## config.mk

```make
export PLATFORM = sky130hd
export DESIGN_NAME = scara_move_sequencer
export DESIGN_NICKNAME = d
export VERILOG_FILES = /design/src/rtl/scara_move_sequencer.sv
export SDC_FILE = /design/constraint.sdc
export NUM_CORES = 1
export LEC_CHECK = 0
export BUFFER_PORTS_ARGS = -buffer_cell sky130_fd_sc_hd__buf_4
export CORE_MARGIN = 4
export CORE_UTILIZATION = 45
export DETAILED_ROUTE_END_ITERATION = 8
export HOLD_SLACK_MARGIN = 0.12
export PLACE_DENSITY = 0.66
export SYNTH_ARGS = -nofsm -noshare
export SYNTH_HDL_FRONTEND = slang
export SYNTH_SLANG_ARGS = --single-unit
```

## constraint.sdc

```tcl
create_clock -name clk_50 -period 4.44 [get_ports clk_50]
set_input_delay 0.444 -clock clk_50 [delete_from_list [all_inputs] [get_ports clk_50]]
set_output_delay 0.444 -clock clk_50 [all_outputs]
set_load 0.02 [all_outputs]
```

## src/rtl/scara_move_sequencer.sv

```systemverilog
`default_nettype none
// ============================================================================
// Module      : scara_move_sequencer
// Description : Queues two-axis SCARA move commands and sequences each one
//               through the axis drivers. Each move runs load (settle), a
//               one-clock load strobe, arm, run, and done. Abort flushes the
//               command queue and returns the sequencer to idle.
// Revision    : 1.0 - initial release
// ============================================================================
module scara_move_sequencer #(
    parameter int FIFO_DEPTH    = 4,
    parameter int SETTLE_CYCLES = 10
) (
    input  logic                          clk_50,
    input  logic                          reset,
    input  logic                          cmd_valid,
    output logic                          cmd_ready,
    input  logic [7:0]                    cmd_steps_a,
    input  logic [7:0]                    cmd_steps_b,
    input  logic                          cmd_dir_a,
    input  logic                          cmd_dir_b,
    input  logic [15:0]                   cmd_scale,
    input  logic                          abort,
    output logic [7:0]                    num_steps_a,
    output logic [7:0]                    num_steps_b,
    output logic                          direction_a,
    output logic                          direction_b,
    output logic [15:0]                   step_scale,
    output logic                          new_in_a,
    output logic                          new_in_b,
    output logic                          enable_a,
    output logic                          enable_b,
    input  logic                          finished_a,
    input  logic                          finished_b,
    output logic                          busy,
    output logic                          move_done,
    output logic                          abort_done,
    output logic [$clog2(FIFO_DEPTH):0]   fifo_count
);

    localparam int c_aw = $clog2(FIFO_DEPTH);
    localparam int c_cw = c_aw + 1;

    localparam logic [c_cw-1:0] c_depth     = c_cw'(FIFO_DEPTH);
    localparam logic [c_cw-1:0] c_cnt_one   = c_cw'(1);
    localparam logic [c_aw-1:0] c_ptr_one   = c_aw'(1);
    localparam logic [7:0]      c_settle_ld = 8'(SETTLE_CYCLES - 1);

    localparam logic [2:0] c_st_idle  = 3'd0;
    localparam logic [2:0] c_st_load  = 3'd1;
    localparam logic [2:0] c_st_pulse = 3'd2;
    localparam logic [2:0] c_st_arm   = 3'd3;
    localparam logic [2:0] c_st_run   = 3'd4;
    localparam logic [2:0] c_st_done  = 3'd5;

    // Command queue storage: {steps_a, dir_a, steps_b, dir_b, scale}
    logic [33:0]     r_mem [FIFO_DEPTH];
    logic [c_aw-1:0] r_wr_ptr;
    logic [c_aw-1:0] r_rd_ptr;
    logic [c_cw-1:0] r_count;

    logic [2:0]      r_state;
    logic [7:0]      r_settle_cnt;
    logic            r_arm_cnt;
    // Set once the queue head has been moved into the output registers;
    // the following clock commits to LOAD.
    logic            r_loaded;
    logic            r_abort_prev;

    logic [7:0]      r_steps_a;
    logic [7:0]      r_steps_b;
    logic            r_dir_a;
    logic            r_dir_b;
    logic [15:0]     r_scale;
    logic            r_new_in;
    logic            r_enable;
    logic            r_move_done;
    logic            r_abort_done;

    logic            w_push;
    logic            w_pop;
    logic [33:0]     w_wr_data;

    assign cmd_ready = (r_count < c_depth) && !abort;
    assign w_push    = cmd_valid && cmd_ready;
    // The head is taken either while idle or on the exit of DONE, so
    // back-to-back moves see a single idle clock before the next LOAD.
    assign w_pop     = !abort && (r_count != '0) && !r_loaded &&
                       ((r_state == c_st_idle) || (r_state == c_st_done));
    assign w_wr_data = {cmd_steps_a, cmd_dir_a, cmd_steps_b, cmd_dir_b, cmd_scale};

    // Queue storage write; contents need no reset since count gates reads
    always_ff @(posedge clk_50) begin
        if (w_push) begin
            r_mem[r_wr_ptr] <= w_wr_data;
        end
    end

    // Sequencer state machine, queue pointers and registered outputs
    always_ff @(posedge clk_50) begin
        if (reset) begin
            r_state      <= c_st_idle;
            r_wr_ptr     <= '0;
            r_rd_ptr     <= '0;
            r_count      <= '0;
            r_settle_cnt <= '0;
            r_arm_cnt    <= 1'b0;
            r_loaded     <= 1'b0;
            r_abort_prev <= 1'b0;
            r_steps_a    <= '0;
            r_steps_b    <= '0;
            r_dir_a      <= 1'b0;
            r_dir_b      <= 1'b0;
            r_scale      <= '0;
            r_new_in     <= 1'b0;
            r_enable     <= 1'b0;
            r_move_done  <= 1'b0;
            r_abort_done <= 1'b0;
        end else begin
            r_new_in     <= 1'b0;
            r_move_done  <= 1'b0;
            r_abort_prev <= abort;
            r_abort_done <= abort && !r_abort_prev;

            if (abort) begin
                r_state  <= c_st_idle;
                r_enable <= 1'b0;
                r_loaded <= 1'b0;
                r_wr_ptr <= '0;
                r_rd_ptr <= '0;
                r_count  <= '0;
            end else begin
                if (w_push) begin
                    r_wr_ptr <= r_wr_ptr + c_ptr_one;
                end
                if (w_pop) begin
                    r_rd_ptr <= r_rd_ptr + c_ptr_one;
                    {r_steps_a, r_dir_a, r_steps_b, r_dir_b, r_scale} <= r_mem[r_rd_ptr];
                end
                if (w_push && !w_pop) begin
                    r_count <= r_count + c_cnt_one;
                end else if (!w_push && w_pop) begin
                    r_count <= r_count - c_cnt_one;
                end

                case (r_state)
                    c_st_idle: begin
                        if (r_loaded) begin
                            r_loaded     <= 1'b0;
                            r_settle_cnt <= c_settle_ld;
                            r_state      <= c_st_load;
                        end else if (w_pop) begin
                            r_loaded <= 1'b1;
                        end
                    end
                    c_st_load: begin
                        if (r_settle_cnt == 8'd0) begin
                            r_new_in <= 1'b1;
                            r_state  <= c_st_pulse;
                        end else begin
                            r_settle_cnt <= r_settle_cnt - 8'd1;
                        end
                    end
                    c_st_pulse: begin
                        r_enable  <= 1'b1;
                        r_arm_cnt <= 1'b0;
                        r_state   <= c_st_arm;
                    end
                    c_st_arm: begin
                        if (r_arm_cnt) begin
                            r_state <= c_st_run;
                        end else begin
                            r_arm_cnt <= 1'b1;
                        end
                    end
                    c_st_run: begin
                        if (finished_a && finished_b) begin
                            r_enable    <= 1'b0;
                            r_move_done <= 1'b1;
                            r_state     <= c_st_done;
                        end
                    end
                    c_st_done: begin
                        if (w_pop) begin
                            r_loaded <= 1'b1;
                        end
                        r_state <= c_st_idle;
                    end
                    default: begin
                        r_enable <= 1'b0;
                        r_state  <= c_st_idle;
                    end
                endcase
            end
        end
    end

    assign num_steps_a = r_steps_a;
    assign num_steps_b = r_steps_b;
    assign direction_a = r_dir_a;
    assign direction_b = r_dir_b;
    assign step_scale  = r_scale;
    assign new_in_a    = r_new_in;
    assign new_in_b    = r_new_in;
    assign enable_a    = r_enable;
    assign enable_b    = r_enable;
    assign move_done   = r_move_done;
    assign abort_done  = r_abort_done;
    assign fifo_count  = r_count;
    assign busy        = (r_state != c_st_idle) || (r_count != '0);

endmodule
`default_nettype wire

```

Word level (Yosys, flattened, before mapping)
Memories as Yosys holds them, arrays and structs flattened. A register that Yosys moved wholly into a read port is not among the register bits.
Index checks and enable logic that the tools add are counted.
Storage, ports and cells
  register bits: 25
  bits in writable memories: 136
  word-level logic and storage cells: 89
  memories: 1
Operators by class
  add/sub/neg operators: 5
  magnitude comparators: 1
  equality and inequality tests: 11
  mux-type cells: 21
  bitwise logic cells: 4
  reduce and logical (&&, ||, !) cells: 34
Memories
  r_mem: depth 4, bits a word 34, rd ports 1, clocked after Yosys merged registers in 1, wr ports 1, line 57  | logic [33:0] r_mem [FIFO_DEPTH];
Operator list (count)
  3-bit two-way mux: 6
  8-bit two-way mux: 2
  8-bit case mux with 2 select lines: 1
  3-bit case mux with 5 select lines: 1
  2-bit inequality test (second input constant): 6
  1-bit logical AND: 9
  8-bit zero test: 1
  1-bit two-way mux: 8
  2-bit AND reduction: 4
  4-bit AND reduction: 2
  2-bit nonzero test: 4
  8-bit by 1-bit subtractor with 8-bit output (second input constant): 1
  3-bit by 2-bit equality test with 1-bit output (second input constant): 2
  3-bit equality test (second input constant): 2
  3-bit nonzero test: 2
  3-bit OR reduction: 2
  1-bit zero test: 5
  2-bit by 1-bit adder with 2-bit output (second input constant): 2
  1-bit inverter: 4
  1-bit case mux with 2 select lines: 2
  4-bit OR reduction: 1
  3-bit by 1-bit adder with 3-bit output (second input constant): 1
  3-bit by 1-bit equality test with 1-bit output (second input constant): 1
  3-bit zero test: 1
  other kinds (5): 6

Longest topological paths before layout
Gate-level depths: netlist of run 1.
  word-level depth: 7
  mapped depth: 12
  depth with buffers taken out: 9

Least setup slack after synthesis of run 1
Ideal clock, no wire load.
  path type: reg2reg
  start point: register r_count[0] (netlist: fifo_count[0])
  end point: register r_count[2] (netlist: fifo_count[2])
  library setup time: 71 ps
  arrival: 2566 ps
  required time: 4369 ps
  path slack: 1804 ps
  cell stages (with the launch flop): 12
  path buffers: 2
  clock period less this slack: 2636 ps
  cell sequence: dfxtp_1 > or3_1 > and3_1 > buf_2 > inv_2 > buf_2 > ha_1 > inv_1 > fa_1 > xor2_1 > or3_1 > a21oi_1
Between the ends
  longest elaborated chain between the ends: 7
  elaborated cells on any way between the ends: 16
  those cells by class: 2 x add/sub; 1 x order compare; 2 x mux; 11 x reduce/logical
Ends and longest elaborated chain
  start, declared: line 60  | logic [c_cw-1:0] r_count;
  start signal, assigned: line 141  | r_count <= r_count + c_cnt_one;
  start signal, assigned: line 143  | r_count <= r_count - c_cnt_one;
  branches (longest 7 deep; another with 3-bit < comparator)
Several ways; the timed one is not identified. The select of a mux whose other input is x is not followed.
A chain may end at the register's enable or synchronous reset.

Worst setup path after layout of run 1
  start point: register r_state[0]
  end point: register r_count[2] (netlist: fifo_count[2])
Between the ends
  longest elaborated chain between the ends: 6
  elaborated cells on any way between the ends: 9
  those cells by class: 1 x eq/ne; 1 x mux; 7 x reduce/logical
Ends and longest elaborated chain
  start, declared: line 62  | logic [2:0] r_state;
  start signal, assigned: line 102  | r_state <= c_st_idle;
  start signal, assigned: line 126  | r_state <= c_st_idle;
  start signal, assigned: line 151  | r_state <= c_st_load;
  3-bit equality test or 3-bit zero test (tied branches): line 89  | ((r_state == c_st_idle) || (r_state == c_st_done));
  1-bit logical OR *: line 89
  1-bit logical AND *: line 88  | assign w_pop = !abort && (r_count != '0) && !r_loaded &&
  1-bit zero test: line 140  | if (w_push && !w_pop) begin
  1-bit logical AND: line 140
  3-bit two-way mux or 2-bit nonzero test (tied branches)
Mark *: on every way between the ends. The rest lies on a longest branch, timed or not.

==> impl_metrics.ini, run 1 <==
[run_status]
outcome = complete, no violations

[sta]
clock_skew_ns = 0.0102
drv_slew = 0
rsz0062_at_grt = no
finalSetupTns_ns = 0
period_needed_ns = 3.33
clock.fmax_ghz = 0.300
hold_violations = 0
worst_slew_pin_slew_ns = 1.01
setup_violations = 0
worst_slack_ns = 1.11
fin_hold_ws_ns = 0.213
max-slew-margin-rel_pct = 32.8
min_period_over_period_pct = 75.1

[power_and_ir_drop]
p_total_mw = 3.77
leakagePower_nw = 2.97
p_per_area_nw_per_um2 = 434
vdd_drop_max_mv = 0.287

[logic_synthesis]
synth_area_leaders = edfxtp_1 56%, dfxtp_1 16%, mux4_2 10%
synthFlopType = edfxtp_1
yosysTopAreaCellShare_pct = 55.7
syn_inst = 469
netlist_area_um2 = 7330
yosys_warnings = 0
synth_most_common_cell = edfxtp_1
synth_area_per_cell_um2 = 15.6
async_flop_share_pct = 0
ys_seq_elements = 195
synth_top_area_cell = edfxtp_1
synthTopCellsByCount = 136 x edfxtp_1, 72 x nand2_1, 59 x dfxtp_1
ys_types = 52
syn_nets = 516
synth-edff-count = 136
ys_seq_area_share_pct = 71.8

[clock_tree]
htreeDepth = 4
cts_tree = built
post_cts_buffers = 0
clock_latency_ns = 0.43
postCtsResizedCells = 0
cts_sinks = 195
cts_root_buffer = clkbuf_16
cts_buffers = 17
clock_path_buffers = 2
clk_pin_slew_ns = 0.07
cts_hold_buf = 0

[cells_and_area]
final_cells = 775
layout-drive-gt1-share_pct = 29.7
finalNetCount = 593
num_antenna_cells = 0
areaGrowthSynthToFinish_pct = 18.7

[grt]
top_usage_layer = met2
grt_pass1_wl_um = 22000
grt_use_total_pct = 15.9
use_met3_pct = 4.68
antenna_found_initial = 0
grt_util_met1_pct = 19.9
met2_usage_pct = 26.1
grt_pass1_vias = 4141
grt_max_degree = 42
grt_overflow = 0

[worst_setup_path]
worstSetupPathType = reg2reg
crit_fanout = 36
arrival_ns = 3.69
start_kind = register
worstPathCellList = xnor2_1, and3_2, buf_4, inv_2, ha_1, inv_1, fa_1, xor2_1, or3_1, a21oi_1
cpPeakStageDelay_ns = 0.63
crit_path_top_delay_cell = dfxtp_1
cp-end-kind = register
cp.required_ns = 4.79

[placed_design]
dp_hpwl_um = 8330
place_inst = 743
post-place-ws_ns = 1.10
gp_congestion = 0.814
io_buffers = 84

[die]
boundaryPins = 85
start_util_pct = 46.0
rows = 46
core_area_um2 = 15900
die_y_um = 136
chipWidth_um = 136
dieArea_um2 = 18400

[drt]
routed_wl_um = 13700
vias = 4080
drc = 0
dr.first_iter.drc_count = 278
via_per_inst = 5.26
routedWlPerCell_um = 17.7
ant_nets = 0
dr.pass1.iters = 4

[min_path]
hp-class = in2reg

[flow_run]
drv_cap = 0
-- registers in the layout (all words and copies together) (netlist names), 2 cells and up --
register	cells
r_mem	136
num_steps_b	8
num_steps_a	8
r_state	3
fifo_count	3
step_scale	16
r_rd_ptr	2
r_wr_ptr	2
r_settle_cnt	8
-- cells by family (layout without fill, tap and decap cells) --
| group | Yosys count | count (layout) | share of synthesized area, % |
|---|---|---|---|
| fa+ha+maj | 7 | 7 | 1.30 |
| flops | 195 | 195 | 71.8 |
| buf+inv | 36 | 126 | 2.20 |
| simple gates | 123 | 123 | 8.19 |
| xor+xnor | 6 | 6 | 0.717 |
| compound gates | 66 | 66 | 5.10 |
| mux | 36 | 36 | 10.7 |
-- metal layers --
| layer | up-vias | part of all wire (%) |
|---|---|---|
| met3 | 22 | 4.9 |
| met2 | 102 | 51 |
| li1 | 1914 | - |
| met5 | - | 0 |
| met1 | 2042 | 42 |
| met4 | 0 | 1.8 |
-- worst max-delay path, delay by kind of cell (launching register included) --
family | cells | cell delay (ns)
buffers and inverters | 3 | 0.91
adder cells (fa/ha/maj) | 2 | 0.68
flip-flops | 1 | 0.63
AND/OR/NAND/NOR | 2 | 0.54
XOR/XNOR | 2 | 0.32
AO/OA/AOI/OAI | 1 | 0.17
-- final timing paths --
check | from | endpoint | slack (ns) | cells past startpoint
hold reg to reg | r_abort_prev$_SDFF_PP0_ | abort_done$_SDFF_PP0_ | 0.39 | 1
hold / removal | cmd_steps_b[2] | r_mem[0][19]$_DFFE_PP_ | 0.21 | 1
setup reg to reg | r_state[0]$_SDFFE_PP0P_ | fifo_count[2]$_SDFFE_PP0P_ | 1.11 | 10
setup / recovery | r_state[0]$_SDFFE_PP0P_ | fifo_count[2]$_SDFFE_PP0P_ | 1.11 | 10
-- power breakdown --
group	switching (mW)	internal (mW)	leakage (nW)
Sequential	0.0263	1.99	1.71
Combinational	0.148	0.114	0.975
Clock	0.642	0.852	0.284
-- through the flow --
step                      utilization (%)  area (µm²)
after global routing                 54.6        8700
after global placement               51.0        8130
final                                54.6        8700
after floorplan                         -        7330
after detailed placement             51.0        8130
after CTS                            54.6        8700
-- cell type report --
class	instances	area (µm²)
fillers	1287	7240
flip-flops and latches	195	5270
multi-input cells	238	1910
clock buffers	22	454
clock inverters	10	123
inverters	8	30.0
repair buffers	86	646
well taps	216	270
-- cells in the final DEF (no fill, tap or decap), types with 2 or more instances in the layout --
| cell type | count |
|---|---|
| edfxtp_1 | 136 |
| buf_4 | 86 |
| nand2_1 | 72 |
| dfxtp_1 | 57 |
| a21oi_1 | 47 |
| mux4_2 | 34 |
| clkbuf_16 | 17 |
| nor2_1 | 12 |
| inv_1 | 7 |
| ha_1 | 6 |
| o31ai_1 | 5 |
| and2_2 | 4 |
| or3_1 | 4 |
| nor3_1 | 4 |
| clkbuf_1 | 4 |
| inv_6 | 4 |
| xnor2_1 | 3 |
| or4_1 | 3 |
| nand2b_1 | 3 |
| o21ai_1 | 3 |
| or3_2 | 3 |
| xor2_1 | 3 |
| o21ai_0 | 2 |
| mux2i_1 | 2 |
| nor2b_1 | 2 |
| a211oi_1 | 2 |
| clkinv_2 | 2 |
| bufinv_16 | 2 |
| clkinv_4 | 2 |
| dfxtp_2 | 2 |
No activity file was read; power rests on OpenSTA's default activity.
==> run 2: changes to the inputs <==
Clock period 4.44 ns to 3.1 ns, I/O delays scaled along.
==> impl_metrics.ini, run 2 (synthesis gave the netlist of run 1 again) <==
[min_path]
worstHoldEndpoint = move_done$_SDFF_PP0_
min_from = finished_b
hp-class = in2reg
hold_depth = 3

[die]
core_area_um2 = 15900
dieArea_um2 = 18400
boundaryPins = 85
start_util_pct = 46.0
rows = 46
chipWidth_um = 136
die_y_um = 136

[grt]
met2_usage_pct = 28.5
grt_max_degree = 42
grt_pass1_wl_um = 23900
grt_use_total_pct = 17.2
antenna_found_initial = 0
top_usage_layer = met2
use_met3_pct = 4.49
grt_util_met1_pct = 21.9
grt_pass1_vias = 4430
grt_overflow = 0

[power_and_ir_drop]
leakagePower_nw = 3.17
p_total_mw = 5.43
vdd_drop_max_mv = 0.391
p_per_area_nw_per_um2 = 594

[clock_tree]
cts_tree = built
post_cts_buffers = 0
postCtsResizedCells = 0
cts_root_buffer = clkbuf_16
clk_pin_slew_ns = 0.07
htreeDepth = 4
cts_sinks = 195
clock_latency_ns = 0.43
cts_buffers = 17
clock_path_buffers = 2

[sta]
worst_slack_ns = 0.740
clock.fmax_ghz = 0.424
max-slew-margin-rel_pct = 29.1
hold_violations = 0
min_period_over_period_pct = 76.1
rsz0062_at_grt = no
fin_hold_ws_ns = 0.196
finalSetupTns_ns = 0
worst_slew_pin_slew_ns = 1.06
drv_slew = 0
clock_skew_ns = 0.00732
setup_violations = 0
period_needed_ns = 2.36

[cells_and_area]
largest_register = r_mem
nFillCells = 1263
areaGrowthSynthToFinish_pct = 24.6
num_antenna_cells = 0
fin_util_pct = 57.3
final_area_um2 = 9140
layout-drive-gt1-share_pct = 29.0
final_cells = 819
largest_reg_flops = 136
layout_commonest_cell = edfxtp_1
layout_common_cells = 136 x edfxtp_1, 95 x buf_4, 72 x nand2_1
finalNetCount = 637

[worst_setup_path]
cp.required_ns = 3.46
worstRegToRegCells = 9
crit_path_top_delay_cell = dfxtp_1
arrival_ns = 2.72
r2r-end = fifo_count[2]$_SDFFE_PP0P_
start_kind = register
cp-end-kind = register
worstPathCellList = xnor2_1, and3_2, inv_2, ha_1, inv_1, fa_1, xor2_1, or3_1, a21oi_1
cpPeakStageDelay_ns = 0.63
rrSetupSlack_ns = 0.74
crit_fanout = 16
worstSetupPathType = reg2reg
r2r-start = r_state[0]$_SDFFE_PP0P_

[drt]
dr.first_iter.drc_count = 309
ant_nets = 0
drc = 0
vias = 4282
routed_wl_um = 15000
routedWlPerCell_um = 18.3
via_per_inst = 5.23
dr.pass1.iters = 4

[placed_design]
post-place-ws_ns = 0.765
place_inst = 753
io_buffers = 84
dp_hpwl_um = 8870
gp_congestion = 0.752
placed_area_um2 = 8220

[run_status]
outcome = complete, no violations

[flow_run]
drv_cap = 0
## run 2: layout make-up
class / count / area [µm²] / area share (%)
Sequential cell: 195 / 5270 / 57.6
Multi-Input combinational cell: 238 / 1910 / 21.0
Timing Repair Buffer: 130 / 1070 / 11.7
Clock buffer: 27 / 547 / 5.98
Tap cell: 216 / 270 / 2.96
Clock inverter: 5 / 35.0 / 0.383
Inverter: 8 / 30.0 / 0.329
## run 2: where the power goes
part | internal (mW) | total [mW] | switching [mW]
logic | 0.199 | 0.428 | 0.229
registers | 2.85 | 2.89 | 0.0364
clock network | 1.22 | 2.12 | 0.899
## run 2: how the worst max path moves through the flow
stage / end / from / slack [ns] / depth (start not counted)
after global placement: fifo_count[2]$_SDFFE_PP0P_ / r_state[0]$_SDFFE_PP0P_ / 0.83 / 9
after floorplan: fifo_count[2]$_SDFFE_PP0P_ / fifo_count[0]$_SDFFE_PP0P_ / 0.46 / 11
final: fifo_count[2]$_SDFFE_PP0P_ / r_state[0]$_SDFFE_PP0P_ / 0.74 / 9
after global routing: fifo_count[2]$_SDFFE_PP0P_ / r_state[0]$_SDFFE_PP0P_ / 0.59 / 9
after detailed placement: fifo_count[2]$_SDFFE_PP0P_ / r_state[0]$_SDFFE_PP0P_ / 0.76 / 9
after CTS: fifo_count[2]$_SDFFE_PP0P_ / r_state[0]$_SDFFE_PP0P_ / 0.76 / 9
## run 2: metal layers
layer / wire length (µm) / vias to the layer above
met4: 284 / 0
met3: 665 / 25
met1: 6390 / 2158
met5: 0 / -
li1: - / 1998
met2: 7630 / 101
## run 2: worst max-delay path, delay by kind of cell, from the launching register on
kind | cells | cell delay, ns
compound gates | 1 | 0.14
simple gates | 2 | 0.53
fa+ha+maj | 2 | 0.55
flops | 1 | 0.63
buf+inv | 2 | 0.12
xor+xnor | 2 | 0.32
## run 2: what timing repair did
item | in CTS | in global routing
endpoints found under the setup margin | 0 | 0
hold buffers | 34 | 0
hold endpoints to repair | 136 | 0
==> run 3: changes to the inputs <==
Clock period 3.1 ns to 2.4 ns, I/O delays scaled along.
==> impl_metrics.ini, run 3 (synthesis gave the netlist of run 1 again) <==
[run_status]
outcome = complete, no violations

[power_and_ir_drop]
p_per_area_nw_per_um2 = 754
vdd_drop_max_mv = 0.530
leakagePower_nw = 3.21

[sta]
hold_violations = 0
finalSetupTns_ns = 0
setup_violations = 0
rsz0062_at_grt = no
worst_slack_ns = 0.128
drv_slew = 0
max-slew-margin-rel_pct = 57.8
clock_skew_ns = 0.0148
fin_hold_ws_ns = 0.164
worst_slew_pin_slew_ns = 0.628
period_needed_ns = 2.27
clock.fmax_ghz = 0.440
min_period_over_period_pct = 94.7

[die]
core_area_um2 = 15900
chipWidth_um = 136
start_util_pct = 46.0
dieArea_um2 = 18400
rows = 46
boundaryPins = 85
die_y_um = 136

[grt]
grt_use_total_pct = 17.2
antenna_found_initial = 0
grt_pass1_wl_um = 23900
grt_max_degree = 42
grt_pass1_vias = 4477
grt_overflow = 0

[cells_and_area]
finalNetCount = 646
regArea_um2 = 5280
fin_util_pct = 58.1
multi_input_area_um2 = 1930
largest_reg_flops = 136
layout-drive-gt1-share_pct = 30.1
layout_common_cells = 136 x edfxtp_1, 98 x buf_4, 72 x nand2_1
num_antenna_cells = 0
layout_commonest_cell = edfxtp_1
areaGrowthSynthToFinish_pct = 26.2
nFillCells = 1246
largest_register = r_mem

[min_path]
min_from = abort
hp-class = in2reg

[worst_setup_path]
critPathBufInv = 2
critPathLaunch = fifo_count[1]$_SDFFE_PP0P_
r2r-start = fifo_count[1]$_SDFFE_PP0P_
cpPeakStageDelay_ns = 0.41
worstPathCellList = or3_1, and3_2, inv_4, ha_4, inv_1, fa_1, xor2_1, or3_1, a21oi_1
cp.required_ns = 2.75
critPathMostFrequentCell = or3_1
cpLargestDelayFamily = simple AND/OR/NAND/NOR gates
arrival_ns = 2.62
crit_path_top_delay_cell = or3_1
cp-end-kind = register
crit_fanout = 4
worstSetupPathType = reg2reg
start_kind = register

[drt]
drc = 0
vias = 4300
wl_met3_um = 712
via_per_inst = 5.19
routedWlPerCell_um = 18.2
met1Wirelength_um = 6190
highest_layer = met4
wl_met2_um = 7980
dr.first_iter.drc_count = 348
dr.pass1.iters = 4
routed_wl_um = 15000
ant_nets = 0

[clock_tree]
cts_tree = built
cts_sinks = 195
cts_buffers = 17
clock_latency_ns = 0.42
cts_root_buffer = clkbuf_16
clk_pin_slew_ns = 0.07
clock_path_buffers = 2
htreeDepth = 4
postCtsResizedCells = 0

[placed_design]
post-place-ws_ns = 0.136
io_buffers = 84
dp_hpwl_um = 9060
gp_congestion = 0.768

[flow_run]
drv_cap = 0
## run 3: timing repair
action / in CTS / in global routing
hold buffers: 36 / 0
endpoints found under the hold margin: 137 / 0
setup buffers: 0 / 0
## run 3: final timing paths
path | to | cells after the start | slack [ns]
setup reg to reg | fifo_count[2]$_SDFFE_PP0P_ | 9 | 0.13
hold / removal | r_abort_prev$_SDFF_PP0_ | 2 | 0.16
hold reg to reg | abort_done$_SDFF_PP0_ | 1 | 0.39
setup / recovery | fifo_count[2]$_SDFFE_PP0P_ | 9 | 0.13
## run 3: metal layers
metal	GRT usage, %	up-vias
met5	0	-
met4	4.70	0
met3	4.94	14
met2	29.8	115
met1	21.1	2148
li1	-	2023
## run 3: cell type report
| cell class | instances | share of cell area, % |
|---|---|---|
| inverter | 8 | 0.351 |
| multi-input combinational | 238 | 20.8 |
| timing repair buffer | 139 | 12.9 |
| sequential | 195 | 57.0 |
| clock inverter | 10 | 1.20 |
| clock buffer | 22 | 4.80 |
| tap | 216 | 2.92 |
## run 3: report_power, final
group | internal [mW] | leakage (nW) | switching, mW
clock network | 1.53 | 0.266 | 1.15
registers | 3.68 | 1.72 | 0.0437
logic | 0.269 | 1.23 | 0.305
## run 3: stage by stage
| step | std cells | area, µm² | power [mW] |
|---|---|---|---|
| after floorplan | 469 | 7370 | 4.09 |
| after CTS | 828 | 9260 | 7.04 |
| after global placement | 760 | 8340 | 4.31 |
| final | 828 | 9260 | 6.98 |
| after detailed placement | 760 | 8340 | 4.33 |
| after global routing | 828 | 9260 | 7.25 |
